### config.mk
export PLATFORM = sky130hd
export DESIGN_NAME = ripple_count_capture
export DESIGN_NICKNAME = d
export VERILOG_FILES = /design/src/rtl/ripple_count_capture.sv
export SDC_FILE = /design/constraint.sdc
export NUM_CORES = 1
export LEC_CHECK = 0
export ABC_AREA = 0
export CORE_MARGIN = 1.5
export CORE_UTILIZATION = 38
export CTS_CLUSTER_DIAMETER = 50
export DETAILED_ROUTE_END_ITERATION = 10
export PLACE_DENSITY = 0.59
export SKIP_CTS_REPAIR_TIMING = 1
export SLEW_MARGIN = 10
export SYNTH_ARGS = -nofsm -noshare
export SYNTH_HDL_FRONTEND = slang
export SYNTH_SLANG_ARGS = --single-unit
### constraint.sdc
create_clock -name clk -period 6.5 [get_ports clk]
set_clock_uncertainty 0.1 [all_clocks]
set_input_delay 0.65 -clock clk [delete_from_list [all_inputs] [get_ports clk]]
set_output_delay 0.65 -clock clk [all_outputs]
set_load 0.01 [all_outputs]
### src/rtl/ripple_count_capture.sv
// rtl/ripple_count_capture.sv - settled-sample capture of a ripple count into a wide total with snapshot handshake (option: RCC_SATURATE_EN)
module ripple_count_capture #(
    parameter int CW = 4,
    parameter int TW = 16
) (
    input  logic          clk,
    input  logic          reset,
    input  logic [CW-1:0] cnt_in,
    input  logic          clr,
    input  logic          snap_req,
    input  logic          snap_ack,
    output logic [CW-1:0] cnt_stable,
    output logic          primed,
    output logic [TW-1:0] total,
    output logic          ovf,
    output logic          snap_valid,
    output logic [TW-1:0] snap_data
);

    typedef enum logic {
        ST_IDLE = 1'b0,
        ST_HOLD = 1'b1
    } state_t;

    // Synchroniser stages plus a fill tracker: the chain only holds real
    // samples once three post-reset edges have loaded it, so the reset zeros
    // are never mistaken for a settled count.
    logic [CW-1:0] r_s1;
    logic [CW-1:0] r_s2;
    logic [CW-1:0] r_s3;
    logic [2:0]    r_fill;

    state_t        r_state;
    state_t        w_state_nxt;
    logic          w_snap_load;
    logic          w_valid_nxt;

    logic          w_accept;
    logic [CW-1:0] w_delta_cw;
    logic [TW-1:0] w_delta;
    logic [TW:0]   w_sum;
    logic [TW-1:0] w_total_nxt;
    logic          w_ovf_nxt;

    assign w_accept   = r_fill[2] && (r_s2 == r_s3);
    // Modulo subtraction in the counter width absorbs counter wrap-around.
    assign w_delta_cw = r_s2 - cnt_stable;
    assign w_delta    = {{(TW-CW){1'b0}}, w_delta_cw};
    assign w_sum      = {1'b0, total} + {1'b0, w_delta};

    // Synchroniser chain and fill tracker.
    always_ff @(posedge clk) begin
        if (!reset) begin
            r_s1   <= '0;
            r_s2   <= '0;
            r_s3   <= '0;
            r_fill <= '0;
        end else begin
            r_s1   <= cnt_in;
            r_s2   <= r_s1;
            r_s3   <= r_s2;
            r_fill <= {r_fill[1:0], 1'b1};
        end
    end

    // Next accumulator value: clr wins over any delta due this cycle; the
    // very first accepted sample only establishes the reference count.
    always_comb begin
        w_total_nxt = total;
        w_ovf_nxt   = ovf;
        if (clr) begin
            w_total_nxt = '0;
            w_ovf_nxt   = 1'b0;
        end else if (w_accept && primed) begin
            w_ovf_nxt = ovf | w_sum[TW];
`ifdef RCC_SATURATE_EN
            if (w_sum[TW]) begin
                w_total_nxt = '1;
            end else begin
                w_total_nxt = w_sum[TW-1:0];
            end
`else
            w_total_nxt = w_sum[TW-1:0];
`endif
        end
    end

    // Accumulator, reference count and primed flag.
    always_ff @(posedge clk) begin
        if (!reset) begin
            cnt_stable <= '0;
            primed     <= 1'b0;
            total      <= '0;
            ovf        <= 1'b0;
        end else begin
            total <= w_total_nxt;
            ovf   <= w_ovf_nxt;
            if (w_accept) begin
                cnt_stable <= r_s2;
                primed     <= 1'b1;
            end
        end
    end

    // Snapshot FSM next state: requests while holding are ignored.
    always_comb begin
        w_state_nxt = r_state;
        w_snap_load = 1'b0;
        w_valid_nxt = snap_valid;
        case (r_state)
            ST_IDLE: begin
                if (snap_req) begin
                    w_snap_load = 1'b1;
                    w_valid_nxt = 1'b1;
                    w_state_nxt = ST_HOLD;
                end
            end
            ST_HOLD: begin
                if (snap_ack) begin
                    w_valid_nxt = 1'b0;
                    w_state_nxt = ST_IDLE;
                end
            end
            default: begin
                w_valid_nxt = 1'b0;
                w_state_nxt = ST_IDLE;
            end
        endcase
    end

    // Snapshot state, valid flag and captured data.
    always_ff @(posedge clk) begin
        if (!reset) begin
            r_state    <= ST_IDLE;
            snap_valid <= 1'b0;
            snap_data  <= '0;
        end else begin
            r_state    <= w_state_nxt;
            snap_valid <= w_valid_nxt;
            if (w_snap_load) begin
                snap_data <= w_total_nxt;
            end
        end
    end

endmodule

# Yosys cells after proc, flatten, opt, wreduce, memory -nomap -nowiden
# Cells that the tools add are included.
# W data, S select, Z words.
[totals]
regBits = 55
inputBits = 9
out_inout_bits = 39
word_cells = 34
[op_classes]
add_sub_neg = 2
n_eq_ne = 3
mux = 10
n_bitwise = 3
n_reduce_logical = 4
[ops]
columns = ["op", "count"]
rows = [
  ["$mux W16", 2],
  ["$add A16 B4 Y17", 1],
  ["$mux W1", 6],
  ["$eq A4 B4 Y1", 1],
  ["$ne A2 B2 Y1 const B", 2],
  ["$pmux W1 S2", 2],
  ["$sub A4 B4 Y4", 1],
  ["$logic_and A1 B1 Y1", 2],
  ["$not A1 Y1", 2],
  ["$reduce_and A2 Y1", 1],
  ["$reduce_or A2 Y1", 1],
  ["$or A1 B1 Y1", 1],
]

# Logic depth before layout (Yosys ltp)
[depth]
ltp_word = 5
mapped_depth = 12
depth_no_buf = 12

# Least setup slack after synthesis
# No wires, ideal clock.
[synth_path]
path_type = "reg-to-reg"
startpoint = "register cnt_stable[0]"
endpoint = "register total[14]"
setup_ps = 70
arrival_ps = 2595
t_required_ps = 6330
slack_ps = 3735
stages_incl_launch_ff = 10
n_path_buf = 0
period_less_slack_ps = 2765
cell_sequence = "dfxtp_1 -> ha_1 -> inv_1 -> fa_1 -> inv_1 -> fa_1 -> o21a_1 -> or3_4 -> or3_1 -> a21oi_1"
[synth_between]
elab_chain_cells = 4
[synth_rtl]
columns = ["item", "line_no", "rtl"]
rows = [
  ["start, declared", "12", "output logic [CW-1:0] cnt_stable,"],
  ["start signal, assigned", "99", "cnt_stable <= r_s2;"],
  ["$sub A4 B4 Y4", "47", "assign w_delta_cw = r_s2 - cnt_stable;"],
  ["$add A16 B4 Y17", "49", "assign w_sum = {1'b0, total} + {1'b0, w_delta};"],
  ["$mux W16", "74", "end else if (w_accept && primed) begin"],
  ["$mux W16", "71", "if (clr) begin"],
  ["end signal, assigned", "96", "total <= w_total_nxt;"],
  ["end, declared", "14", "output logic [TW-1:0] total,"],
]
# No other way between the ends.
# A chain may end at the register's enable or synchronous reset.

# Worst setup path after layout
[layout_path]
startpoint = "register r_s2[0]"
endpoint = "register snap_data[10]"
[layout_between]
elab_chain_cells = 5
elab_cells_between_ends = 7
classes_between = "2 x add/sub; 1 x eq/ne; 2 x mux; 2 x reduce/logical"
[layout_rtl]
columns = ["item", "line_no", "rtl"]
rows = [
  ["start, declared", "29", "logic [CW-1:0] r_s2;"],
  ["start signal, assigned", "60", "r_s2 <= r_s1;"],
  ["branches (longest 3 deep; another with $add A16 B4 Y17)", "-", ""],
  ["$mux W16 (*)", "74", ""],
  ["$mux W16 (*)", "71", ""],
  ["end signal, assigned", "141", "snap_data <= w_total_nxt;"],
  ["end, declared", "17", "output logic [TW-1:0] snap_data"],
]
# Every way passes the cells marked *.

==> reports/summary.md <==
* **remaining antenna violation count** 0
* **RR Endpoint** snap_data[10]
* **highest achievable clock rate** 332.1 MHz
* **share of post-route cells with drive strength above 1** 4.514%
* **core box area** 5851 um^2
* **Crit Path Class** flop to flop
* **total number of clock tree sinks** 55
* **max-capacitance violation count** 0
* **die extent in x** 80.56 um
* **routed wire length** 4740 um
* **aggregate negative setup slack** 0 ps
* **first-pass iteration count of the detailed router** 4
* **fraction of synthesis flops using an asynchronous set or reset pin** 0%
* **Worst Path Max Fanout** 6
* **Worst setup EP type** flop
* **Final Non-Filler Cells** 363
* **depth of the worst register-to-register path** 10
* **vias in the first global route** 1612
* **cell area after synthesis** 2286 um^2
* **largest area contributor in the synthesized netlist** dfxtp_1
* **launch instance of the worst register-to-register path** r_s2[0]
* **Net Count, Synth** 260
* **# placed instances** 355
* **wire length per cell** 13.06 um
* **synthesized area per cell** 9.485 um^2
* **setup slack on the worst flop-to-flop path** 3490 ps
* **clock slew at reported path FFs** 100 ps
* **filler cell count in the final layout** 588
* **data arrival at the endpoint of the critical path** 3100 ps
* **Relative slew margins** 22.35%
* **drt first-iter violations** 84
* **Setup-failing EPs final** 0
* **Post-synth EDFFs** 0
* **Commonest cells post-synth** 55 x dfxtp_1, 21 x nand2_1, 19 x nor2_1
* **portion of the post-synthesis area used by sequential elements** 48.17%
* **area after detailed placement** 2819 um^2
* **Final Hold Fails** 0
* **Root Buffer Master** clkbuf_8
* **dominant cells by area after synthesis** dfxtp_1 48%, xnor2_1 6.9%, ha_1 4.4%
* **leakage power summed over all cells** 1.022 nW
* **vertical extent of the die** 80.56 um
* **start point of the worst min-delay path** r_fill[0]
* **Tot Pwr** 579.7 uW
* **leftover overflow at the end of global routing** 0
* **worst IR drop on VDD** 0.0001445 V
* **FP Rows** 28
* **quantity of I/O buffers inserted on ports** 47
* **RD Place Congestion** 0.7510
* **cell with the most instances after synthesis** dfxtp_1
* **power density over cell area** 199.2 nW/um^2
* **number of clock buffers inserted by TritonCTS** 5
* **count of H-tree levels built during CTS** 2
* **DRC violation count after routing** 0
* **DP Wirelength** 3431 um
* **initial standard-cell utilization of the core** 39.07%
* **worst hold path cell count** 1
* **Final min period** 3011 ps
* **die area** 6490 um^2
* **global-route wire length before repair** 7624 um
* **class of the worst hold path** flop to flop
* **final instance area** 2910 um^2
* **most instantiated flip-flop cell in the synthesis netlist** dfxtp_1
* **WHS Endpoint** r_fill[1]
* **Synth cell types** 37
* **slew of the pin with the lowest slew margin** 1162 ps
* **Final #Nets** 306
* **global-route total usage across every layer** 15.47%
* **result of the run** complete, no violations
* **number of top-level pins** 48
* **Seq cells post-synth** 55
* **synthesized instance count** 241
* **Worst-Skew Late Latency** 310 ps
* **unrepaired setup endpoints after global routing** no
* **Final Max Tran Viols** 0
* **Startpoint Class** flop
* **TritonCTS clock tree** built
* **initial antenna violation count** 0
* **top cell type's share of synthesized area** 48.17%
* **Max clock buf depth** 2
* **portion of the clock cycle consumed by the worst path in the final layout** 46.32%
* **Diodes inserted** 0
* **count of yosys warnings during synthesis** 0
* **maximum number of pins on one net before global-route repair** 29
* **Required @ worst endpoint** 6590 ps
* **total vias in the final route** 1778
* **Syn-to-layout area delta** 27.31%
* **post-DR vias/cell** 4.898
==> cell usage in the layout (no fill, tap or decap), types with 3 or more instances in the layout <==
cell | synthesis | routed
o21ai_0 | 13 | 13
and2_1 | 13 | 13
nor2_1 | 19 | 19
inv_1 | 11 | 11
dfxtp_1 | 55 | 55
a21o_1 | 3 | 3
nor4_1 | 8 | 8
nand2_1 | 21 | 21
nand3_1 | 7 | 7
or3_1 | 3 | 3
nor2b_1 | 9 | 9
mux2i_1 | 7 | 7
clkdlybuf4s50_1 | 0 | 47
ha_1 | 8 | 8
o21ai_1 | 3 | 3
xnor2_1 | 18 | 18
a21oi_1 | 9 | 9
clkbuf_8 | 0 | 5
==> sequential cells by signal, indices dropped and copies added (netlist names) <==
| register | count |
|---|---|
| r_fill | 3 |
| r_s1 | 4 |
| primed | 1 |
| cnt_stable | 4 |
| r_s2 | 4 |
| snap_valid | 1 |
| r_state | 1 |
| r_s3 | 4 |
| snap_data | 16 |
| total | 16 |
| ovf | 1 |
==> power by group <==
part	total [mW]	internal, mW	switching, mW
sequential	0.348	0.343	0.00440
clock	0.190	0.0774	0.113
combinational	0.0417	0.0187	0.0230
==> how the worst max path moves through the flow <==
stage	from	slack [ps]	cells after the start	to
2_1_floorplan	cnt_stable[0]	3740	9	total[14]
3_3_place_gp	reset	3490	6	snap_data[14]
3_5_place_dp	reset	3420	6	snap_data[14]
4_1_cts	r_s2[1]	3470	10	snap_data[10]
5_1_grt	r_s2[1]	3220	10	snap_data[10]
6_report	r_s2[0]	3490	10	snap_data[10]
==> metrics by stage <==
stage | hold slack, ps | util (%) | setup WS (ps)
final | 341.8 | 49.74 | 3489
after floorplan | 311.9 | - | 3735
after global placement | 314.9 | 48.18 | 3490
after detailed placement | 316.9 | 48.18 | 3421
after CTS | 341.4 | 49.74 | 3470
after global routing | 362.6 | 49.74 | 3224
==> kinds of logic (layout without fill, tap and decap cells) <==
| group | Yosys count | in the layout | share of synthesized area, % |
|---|---|---|---|
| and+or+nand+nor | 93 | 93 | 21.84 |
| muxes | 8 | 8 | 3.558 |
| DFF | 55 | 55 | 48.17 |
| adders and majority gates | 10 | 10 | 6.131 |
| AOI/OAI and AO/OA | 36 | 36 | 9.140 |
| xor gates and xnor gates | 20 | 20 | 7.991 |
| buffers and inverters | 19 | 66 | 3.175 |
==> area by class of cell <==
type / count / area [um^2] / area share [%]
clock inverters: 3 / 22.52 / 0.7739
inverters: 11 / 41.29 / 1.419
flip-flops and latches: 55 / 1101 / 37.83
multi-input cells: 167 / 1112 / 38.22
repair buffers: 47 / 470.5 / 16.17
well taps: 75 / 93.84 / 3.224
clock buffers: 5 / 68.82 / 2.365
==> worst max-delay path, cell delays in order, from the launching register on <==
cell	delay, ps
dfxtp_1	360
inv_1	70
ha_1	130
inv_1	60
fa_1	510
inv_1	60
fa_1	440
o21a_1	290
nor3_1	400
nor4b_1	100
or3_1	390
==> per-layer routing <==
metal	wire (um)	vias up	part of all wire (%)	global-route usage, %
met5	0	-	0	0
met4	57	0	1.2	5.345
met1	2376	827	50	21.50
met3	152	7	3.2	3.409
met2	2154	37	45	23.45
li1	-	907	-	-
Note: power is estimated with default switching activity, not from simulation.
